File: src/rtl/palindrome_pkg.sv
// Shared definitions for the palindrome checker front end: widths, FSM encoding
// and the last register-file address.
package palindrome_pkg;

  localparam int WIDTH        = 32;
  localparam int ADDR_W       = 5;
  localparam int RF_LAST_ADDR = 31;

  typedef enum logic [1:0] {
    ST_IDLE   = 2'd0,
    ST_LOAD   = 2'd1,
    ST_RUN    = 2'd2,
    ST_REPORT = 2'd3
  } state_e;

endpackage

File: src/rtl/palindrome_loader.sv
// Streams a packet into consecutive register-file entries, runs the palindrome
// checker over the stored range and reports the verdict as a one-cycle beat.
module palindrome_loader
  import palindrome_pkg::*;
#(
  parameter int WIDTH  = palindrome_pkg::WIDTH,
  parameter int ADDR_W = palindrome_pkg::ADDR_W
) (
  input  logic              clock,
  input  logic              reset,
  input  logic [ADDR_W-1:0] start_addr,
  input  logic              in_valid,
  output logic              in_ready,
  input  logic [WIDTH-1:0]  in_data,
  input  logic              in_last,
  output logic              rf_wr_en,
  output logic [ADDR_W-1:0] rf_wr_addr,
  output logic [WIDTH-1:0]  rf_wr_data,
  output logic [ADDR_W-1:0] base,
  output logic [ADDR_W-1:0] ending,
  output logic              go,
  input  logic              done_in,
  input  logic              palindrome_in,
  output logic              result_valid,
  output logic              result_palindrome,
  output logic [ADDR_W:0]   result_len,
  output logic              overflow_err
);

  state_e              state_q, state_d;
  logic [ADDR_W-1:0]   base_q, ending_q, ptr_q;
  logic [ADDR_W-1:0]   ptr_nxt_s;
  logic [ADDR_W:0]     count_q;
  logic                verdict_q, overflow_q;
  logic                accept_s, at_end_s, overflow_s;

  assign ptr_nxt_s  = ptr_q + {{(ADDR_W-1){1'b0}}, 1'b1};
  // ptr_q holds the address of the last stored word, so a further beat would fall off the end.
  assign at_end_s   = (ptr_q == ADDR_W'(RF_LAST_ADDR));
  assign accept_s   = in_valid & in_ready;
  assign overflow_s = accept_s & (state_q == ST_LOAD) & at_end_s;

  // State register.
  always_ff @(posedge clock or negedge reset) begin
    if (!reset) begin
      state_q <= ST_IDLE;
    end else begin
      state_q <= state_d;
    end
  end

  // Next-state logic.
  always_comb begin
    state_d = state_q;
    case (state_q)
      ST_IDLE: begin
        if (accept_s) begin
          state_d = in_last ? ST_RUN : ST_LOAD;
        end else begin
          state_d = ST_IDLE;
        end
      end
      ST_LOAD: begin
        if (overflow_s) begin
          state_d = ST_REPORT;
        end else if (accept_s && in_last) begin
          state_d = ST_RUN;
        end else begin
          state_d = ST_LOAD;
        end
      end
      ST_RUN: begin
        if (done_in) begin
          state_d = ST_REPORT;
        end else begin
          state_d = ST_RUN;
        end
      end
      ST_REPORT: state_d = ST_IDLE;
      default:   state_d = ST_IDLE;
    endcase
  end

  // Output decode; in_ready is masked while reset is held so no write can slip through.
  always_comb begin
    in_ready          = reset & ((state_q == ST_IDLE) | (state_q == ST_LOAD));
    go                = (state_q == ST_RUN);
    result_valid      = (state_q == ST_REPORT);
    result_palindrome = (state_q == ST_REPORT) & verdict_q;
    overflow_err      = (state_q == ST_REPORT) & overflow_q;
    result_len        = count_q;
    base              = base_q;
    ending            = ending_q;
    rf_wr_en          = accept_s & ~overflow_s;
    rf_wr_data        = in_data;
    if (state_q == ST_IDLE) begin
      rf_wr_addr = start_addr;
    end else begin
      rf_wr_addr = ptr_nxt_s;
    end
  end

  // Packet bookkeeping: range, word count and captured verdict.
  always_ff @(posedge clock or negedge reset) begin
    if (!reset) begin
      base_q     <= '0;
      ending_q   <= '0;
      ptr_q      <= '0;
      count_q    <= '0;
      verdict_q  <= 1'b0;
      overflow_q <= 1'b0;
    end else begin
      case (state_q)
        ST_IDLE: begin
          if (accept_s) begin
            base_q     <= start_addr;
            ptr_q      <= start_addr;
            count_q    <= {{ADDR_W{1'b0}}, 1'b1};
            verdict_q  <= 1'b0;
            overflow_q <= 1'b0;
            if (in_last) begin
              ending_q <= start_addr;
            end
          end
        end
        ST_LOAD: begin
          if (overflow_s) begin
            overflow_q <= 1'b1;
            verdict_q  <= 1'b0;
          end else if (accept_s) begin
            ptr_q   <= ptr_nxt_s;
            count_q <= count_q + {{ADDR_W{1'b0}}, 1'b1};
            if (in_last) begin
              ending_q <= ptr_nxt_s;
            end
          end
        end
        ST_RUN: begin
          if (done_in) begin
            verdict_q <= palindrome_in;
          end
        end
        default: begin
          verdict_q <= verdict_q;
        end
      endcase
    end
  end

endmodule

File: config.mk
export PLATFORM = sky130hd
export DESIGN_NAME = palindrome_loader
export DESIGN_NICKNAME = d
export VERILOG_FILES = /design/src/rtl/palindrome_pkg.sv /design/src/rtl/palindrome_loader.sv
export SDC_FILE = /design/constraint.sdc
export NUM_CORES = 1
export LEC_CHECK = 0
export CORE_AREA = 4 4 58 99
export DETAILED_ROUTE_END_ITERATION = 16
export DIE_AREA = 0 0 62 103
export PLACE_DENSITY = 0.72
export SETUP_SLACK_MARGIN = 0.02
export SYNTH_ARGS = -nofsm -noshare
export SYNTH_HDL_FRONTEND = slang
export SYNTH_SLANG_ARGS = --single-unit
export TNS_END_PERCENT = 1
File: constraint.sdc
create_clock -name clock -period 1.7 [get_ports clock]
set_input_delay 0.34 -clock clock [delete_from_list [all_inputs] [get_ports clock]]
set_output_delay 0.34 -clock clock [all_outputs]
set_load 0.02 [all_outputs]
# --- Word-level counts from Yosys, hierarchy flattened ---
# Index checks and enable logic that the tools add are counted.
totals:
  ff_bits: 25
  latch_bits: 0
  ram_bits: 0
  rom_bits: 0
  in_bits: 43
  memories: 0
classes:
  addsub: 2
  n_mul: 0
  div_mod_pow: 0
  n_lt_le_gt_ge: 0
  n_eq_ne: 11
  n_shift: 0
  mux: 27
  bitwise_logic: 9
  n_reduce_logical: 9
op_table:
  columns: ["cell", "count"]
  rows:
  - ["$mux 5", 9]
  - ["$pmux 5 s2", 2]
  - ["$mux 6", 3]
  - ["$ne 2x2->1 const B", 6]
  - ["$pmux 6 s2", 1]
  - ["$mux 2", 4]
  - ["$pmux 2 s4", 1]
  - ["$reduce_and 4->1", 2]
  - ["$and 1x1->1", 7]
  - ["$add 6x1->6 const B", 1]
  - ["$reduce_and 6->1", 1]
  - ["$add 5x1->5 const B", 1]
  - ["$eq 5x5->1 const B", 1]
  - ["$mux 1", 5]
  - ["$eq 2x2->1 const B", 2]
  - ["$pmux 1 s3", 1]
  - ["$reduce_and 3->1", 1]
  - ["$reduce_bool 3->1", 1]
  - ["$eq 2x1->1 const B", 1]
  - ["$logic_not 2->1", 1]
  - ["$ne 2x1->1 const B", 1]
  - ["$pmux 1 s2", 1]
  - ["$reduce_and 2->1", 1]
  - ["$reduce_bool 2->1", 1]
  - ["3 further kinds", 3]

# --- Logic depth before layout (Yosys ltp) ---
depth:
  depth_word: 8
  depth_mapped: 9
  mapped_depth_nobuf: 8

# --- Worst setup path before layout ---
# OpenSTA, ideal clock, no wires.
synth_path:
  path_type: "register to output"
  from: "register ptr_q[0]"
  to: "output rf_wr_en"
  arrival_ps: 1583
  t_required_ps: 1360
  path_slack_ps: -223
  path_stages_with_launch: 8
  path_buffers: 1
  cell_sequence: "dfrtp_1 > ha_1 > and3_1 > ha_1 > nand2_1 > nand2_1 > buf_2 > inv_1"
synth_via:
  elab_chain_cells: 4
synth_rtl:
  columns: ["element", "line", "rtl"]
  rows:
  - ["start, declared", "palindrome_loader.sv:31", "logic [ADDR_W-1:0] base_q, ending_q, ptr_q;"]
  - ["start signal, assigned", "palindrome_loader.sv:117", "ptr_q <= start_addr;"]
  - ["start signal, assigned", "palindrome_loader.sv:131", "ptr_q <= ptr_nxt_s;"]
  - ["$eq 5x5->1", "palindrome_loader.sv:39", "assign at_end_s = (ptr_q == ADDR_W'(RF_LAST_ADDR));"]
  - ["$and 1x1->1", "palindrome_loader.sv:41", "assign overflow_s = accept_s & (state_q == ST_LOAD) & at_end_s;"]
  - ["$not 1->1", "palindrome_loader.sv:94", "rf_wr_en = accept_s & ~overflow_s;"]
  - ["$and 1x1->1", "palindrome_loader.sv:94", null]
  - ["end, declared", "palindrome_loader.sv:16", "output logic rf_wr_en,"]
# No other way between the ends.

# --- Worst setup path after layout ---
layout_path:
  from: "register ptr_q[0]"
  to: "output rf_wr_addr[4]"
layout_via:
  elab_chain_cells: 2
layout_rtl:
  columns: ["element", "line", "rtl"]
  rows:
  - ["$add 5x1->5", "palindrome_loader.sv:37", "assign ptr_nxt_s = ptr_q + {{(ADDR_W-1){1'b0}}, 1'b1};"]
  - ["$mux 5", "palindrome_loader.sv:96", "if (state_q == ST_IDLE) begin"]
  - ["end, declared", "palindrome_loader.sv:17", "output logic [ADDR_W-1:0] rf_wr_addr,"]
# No other way between the ends.

==> results by group <==
Run status
  • Status: finished, violations left
  • Violated checks: negative setup slack

Critical path
  • R2R cell count: 9
  • Most used cell, CP: nand2_2
  • Critical path destination: rf_wr_addr[4]
  • Critical path arrival: about 1500 ps
  • Crit-path cells: ha_2, and3_4, ha_4, nand2_2, nand2_2, buf_6
  • Max FO, Critical Path: 2
  • Slowest cell delay on critical path: roughly 390 ps
  • Crit path required time: approximately 1400 ps
  • Reg2reg setup slack: -90 ps
  • Worst Setup Start Kind: flip-flop
  • Crit path from: ptr_q[0]
  • CP Capture Type: primary output
  • RR Startpoint: ptr_q[0]
  • Crit-path slowest cell: dfrtp_1
  • Worst r2r dst: result_len[4]
  • Setup Crit Path Kind: flip-flop to primary output

Floorplan
  • Die area: approximately 6400 µm²
  • Io pins: roughly 100
  • Row cnt: 34
  • Die width: 62 µm
  • Initial Util: 0.3092
  • Core area: between 4000 and 5000 µm²
  • Chip height: 103 µm

Yosys
  • Commonest cells in the netlist: buf_4 (32), dfrtp_1 (25), nand2_1 (24), nor2_1 (11), o21ai_0 (10)
  • Adder-Cell Fraction of Synth Area: 0.02439
  • Mean Syn Cell Area: between 9 and 10 µm²
  • Post-Synth XOR/XNOR Area: 0.02846
  • Synthesized net count: 215
  • Area leader, netlist: dfrtp_1
  • Register bit total from synthesis: 25
  • Mapped Cells: roughly 170
  • Post-synthesis simple-gate area fraction: 0.1935
  • Post-synthesis instance area: 1539 µm²
  • Synth async-reset ratio: 1.000
  • Yosys cell types: 35
  • Most frequent cell after synthesis: buf_4
  • YS warnings: 0
  • Predominant post-synthesis flop cell: dfrtp_1
  • Post-synth EDFFs: 0
  • Top area cells in the synthesized netlist: dfrtp_1 (41%), buf_4 (16%), mux2_2 (5.9%)
  • Sequential area share after synthesis: 0.4065
  • Compound-Gate Fraction of Synth Area: 0.1016
  • Mux contribution to synthesized area: 0.07154
  • Share of the synthesized area in the top cell type: 0.4065
  • Main combinational cell family by area after synthesis: simple AND/OR/NAND/NOR gates

Timing
  • Max transition margin: 0.8223
  • Final worst path period need: between 1500 and 2000 ps
  • Setup WS post-layout: -123.9 ps
  • Hold Fails Final Rpt: 0
  • Final period utilization: 1.073
  • Fin. max-slew vios: 0
  • Setup TNS: -542.3 ps
  • Final setup viols: 7
  • F_max: around 550 MHz
  • RSZ-0062 raised after global routing: true
  • Slew @ Worst Pin: roughly 260 ps
  • Fin Clk Skew: about 1.4 ps

CTS
  • Hold-fix buffers, CTS: 0
  • Htree depth: 1
  • CTS root buf: clkbuf_8
  • Clock slew at reported path FFs: ~90 ps
  • Max clock buf depth: 2
  • CTS tree: built
  • Clk Latency, worst-skew pair: about 270 ps
  • Clock Sinks: 25
  • CTS buffer count: 3

Drt
  • Drt wl/cell: roughly 14 µm
  • Post-DR vias/cell: between 4 and 5
  • ANT nets after route: 0
  • DRT Wirelength: about 3700 µm
  • Drt initial violations: 4
  • DRC viols: 0
  • DR vias: roughly 1,200
  • Drt pass-1 iters: 4

Global route
  • Gr ovfl total: 0
  • Vias in the first global route: between 1,000 and 1,500
  • Initial antenna violation count: 0
  • First-pass GRT wire length: ~6000 µm
  • Maximum number of pins on one net before global-route repair: 16
  • GRT Util Overall: 0.1240

Cells and area
  • # nets final: between 200 and 250
  • Synthesis-to-layout area growth: 34.55%
  • Post-layout util: 0.4160
  • Layout cells sized above 1: 0.3600
  • Diode count: 0
  • Fillers: roughly 510

Power and ir drop
  • PD cells: 1719 nW/µm²
  • Max VDD drop: 876.6 µV
  • Switching part of the total power: 0.4172
  • Sequential Power Share: 0.286
  • Pleak: 0.9519 nW
  • Combinational share of power: 0.613
  • P_sw: between 0.001 and 0.0015 W
  • Clk network pwr share: 0.101
  • Internal: 0.002075 W

Placed design
  • Gpl congestion: ~0.77
  • I/O Buffers: 37
  • Dpl hpwl: between 2000 and 3000 µm

Worst hold path
  • Hold crit path type: primary input to asynchronous set/reset pin

Flow run
  • Maxcap violations: 0
[worst max-delay path, delay by kind of cell, from the launching register on]
kind	cells	cell delay, ps
adder cells (fa/ha/maj)	2	450
AND/OR/NAND/NOR	3	260
flip-flops	1	390
buffers and inverters	1	110
[registers in the layout (all words and copies together), names as in the netlist]
register and cells:
base 5, ending 5, result_len 6, verdict_q 1
state_q 2, ptr_q 5, overflow_q 1
[power by group through the flow]
stage / registers [W] / clock network (W) / logic, W
2_1_floorplan: 0.00122 / 0 / 0.00104
3_3_place_gp: 0.00103 / 0 / 0.00208
3_5_place_dp: 0.00103 / 0 / 0.00211
4_1_cts: 0.00102 / 0.000374 / 0.00214
5_1_grt: 0.00105 / 0.000388 / 0.00238
6_report: 0.00102 / 0.000358 / 0.00218
[placed cells by master, fill, tap and decap left out, types with 2 or more instances in the layout]
cell type        count
buf_4               28
dfrtp_1             25
clkdlybuf4s50_1     22
nand2_1             19
nor2_1              10
o21ai_0              8
a21oi_1              7
mux2_2               6
nand2b_1             4
nand3_1              4
nand2_2              3
clkbuf_8             3
clkbuf_2             3
dlygate4sd2_1        3
buf_6                3
nor2b_1              2
and2_1               2
nand3_2              2
a21oi_2              2
and3_1               2
nand2_4              2
mux2i_1              2
nor3_2               2
xnor2_1              2
mux2_4               2
buf_2                2
[worst min-delay path by stage]
stage / from / to / slack [ps] / cells after the start
after floorplan: reset / base[0] / 40 / 0
after global placement: ending[2] / ending[2] / 460 / 2
after detailed placement: ending[3] / ending[3] / 470 / 1
after CTS: reset / ptr_q[4] / 440 / 2
after global routing: reset / ending[2] / 470 / 2
final: reset / ending[2] / 440 / 2
[per-layer routing]
layer	GRT usage	vias to the layer above	share of wire
li1	-	598	-
met1	0.1417	573	0.39
met2	0.2165	29	0.53
met3	0.02256	12	0.063
met4	0.05229	0	0.022
met5	0	-	0
[stage by stage]
| stage | instances | worst slack [ps] | area [µm²] | total power (W) | hold WS, ps |
|---|---|---|---|---|---|
| final | 254 | -123.9 | 2071 | 0.003560 | 439.0 |
| after global routing | 254 | -191.9 | 2071 | 0.003819 | 474.4 |
| after CTS | 253 | -176.6 | 2018 | 0.003538 | 442.0 |
| after detailed placement | 249 | -441.5 | 1942 | 0.003139 | 473.6 |
| after global placement | 249 | -443.1 | 1942 | 0.003105 | 464.2 |
| after floorplan | 169 | 9.079 | 1579 | 0.002258 | 44.41 |
[layout make-up]
cell class / count / area (µm²) / area share
multi-input combinational: 106 / 767.0 / 0.3704
sequential: 25 / 625.6 / 0.3021
clock buffer: 4 / 45.04 / 0.02175
inverter: 1 / 7.507 / 0.003625
timing repair buffer: 64 / 558.0 / 0.2695
tap: 54 / 67.56 / 0.03263
[cells by family (layout without fill, tap and decap cells)]
| logic type | after synthesis | count (layout) |
|---|---|---|
| and+or+nand+nor | 61 | 61 |
| DFF | 25 | 25 |
| AOI/OAI and AO/OA | 27 | 27 |
| muxes | 10 | 10 |
| xor gates and xnor gates | 5 | 5 |
| adders and majority gates | 3 | 3 |
| buffers and inverters | 38 | 69 |
[timing repair]
item	CTS	global route
pin swaps	8	6
cloned	0	0
resized for setup	48	28
buffers inserted	0	1
setup endpoints to repair	25	23
Power figures use the tool's default switching activity.
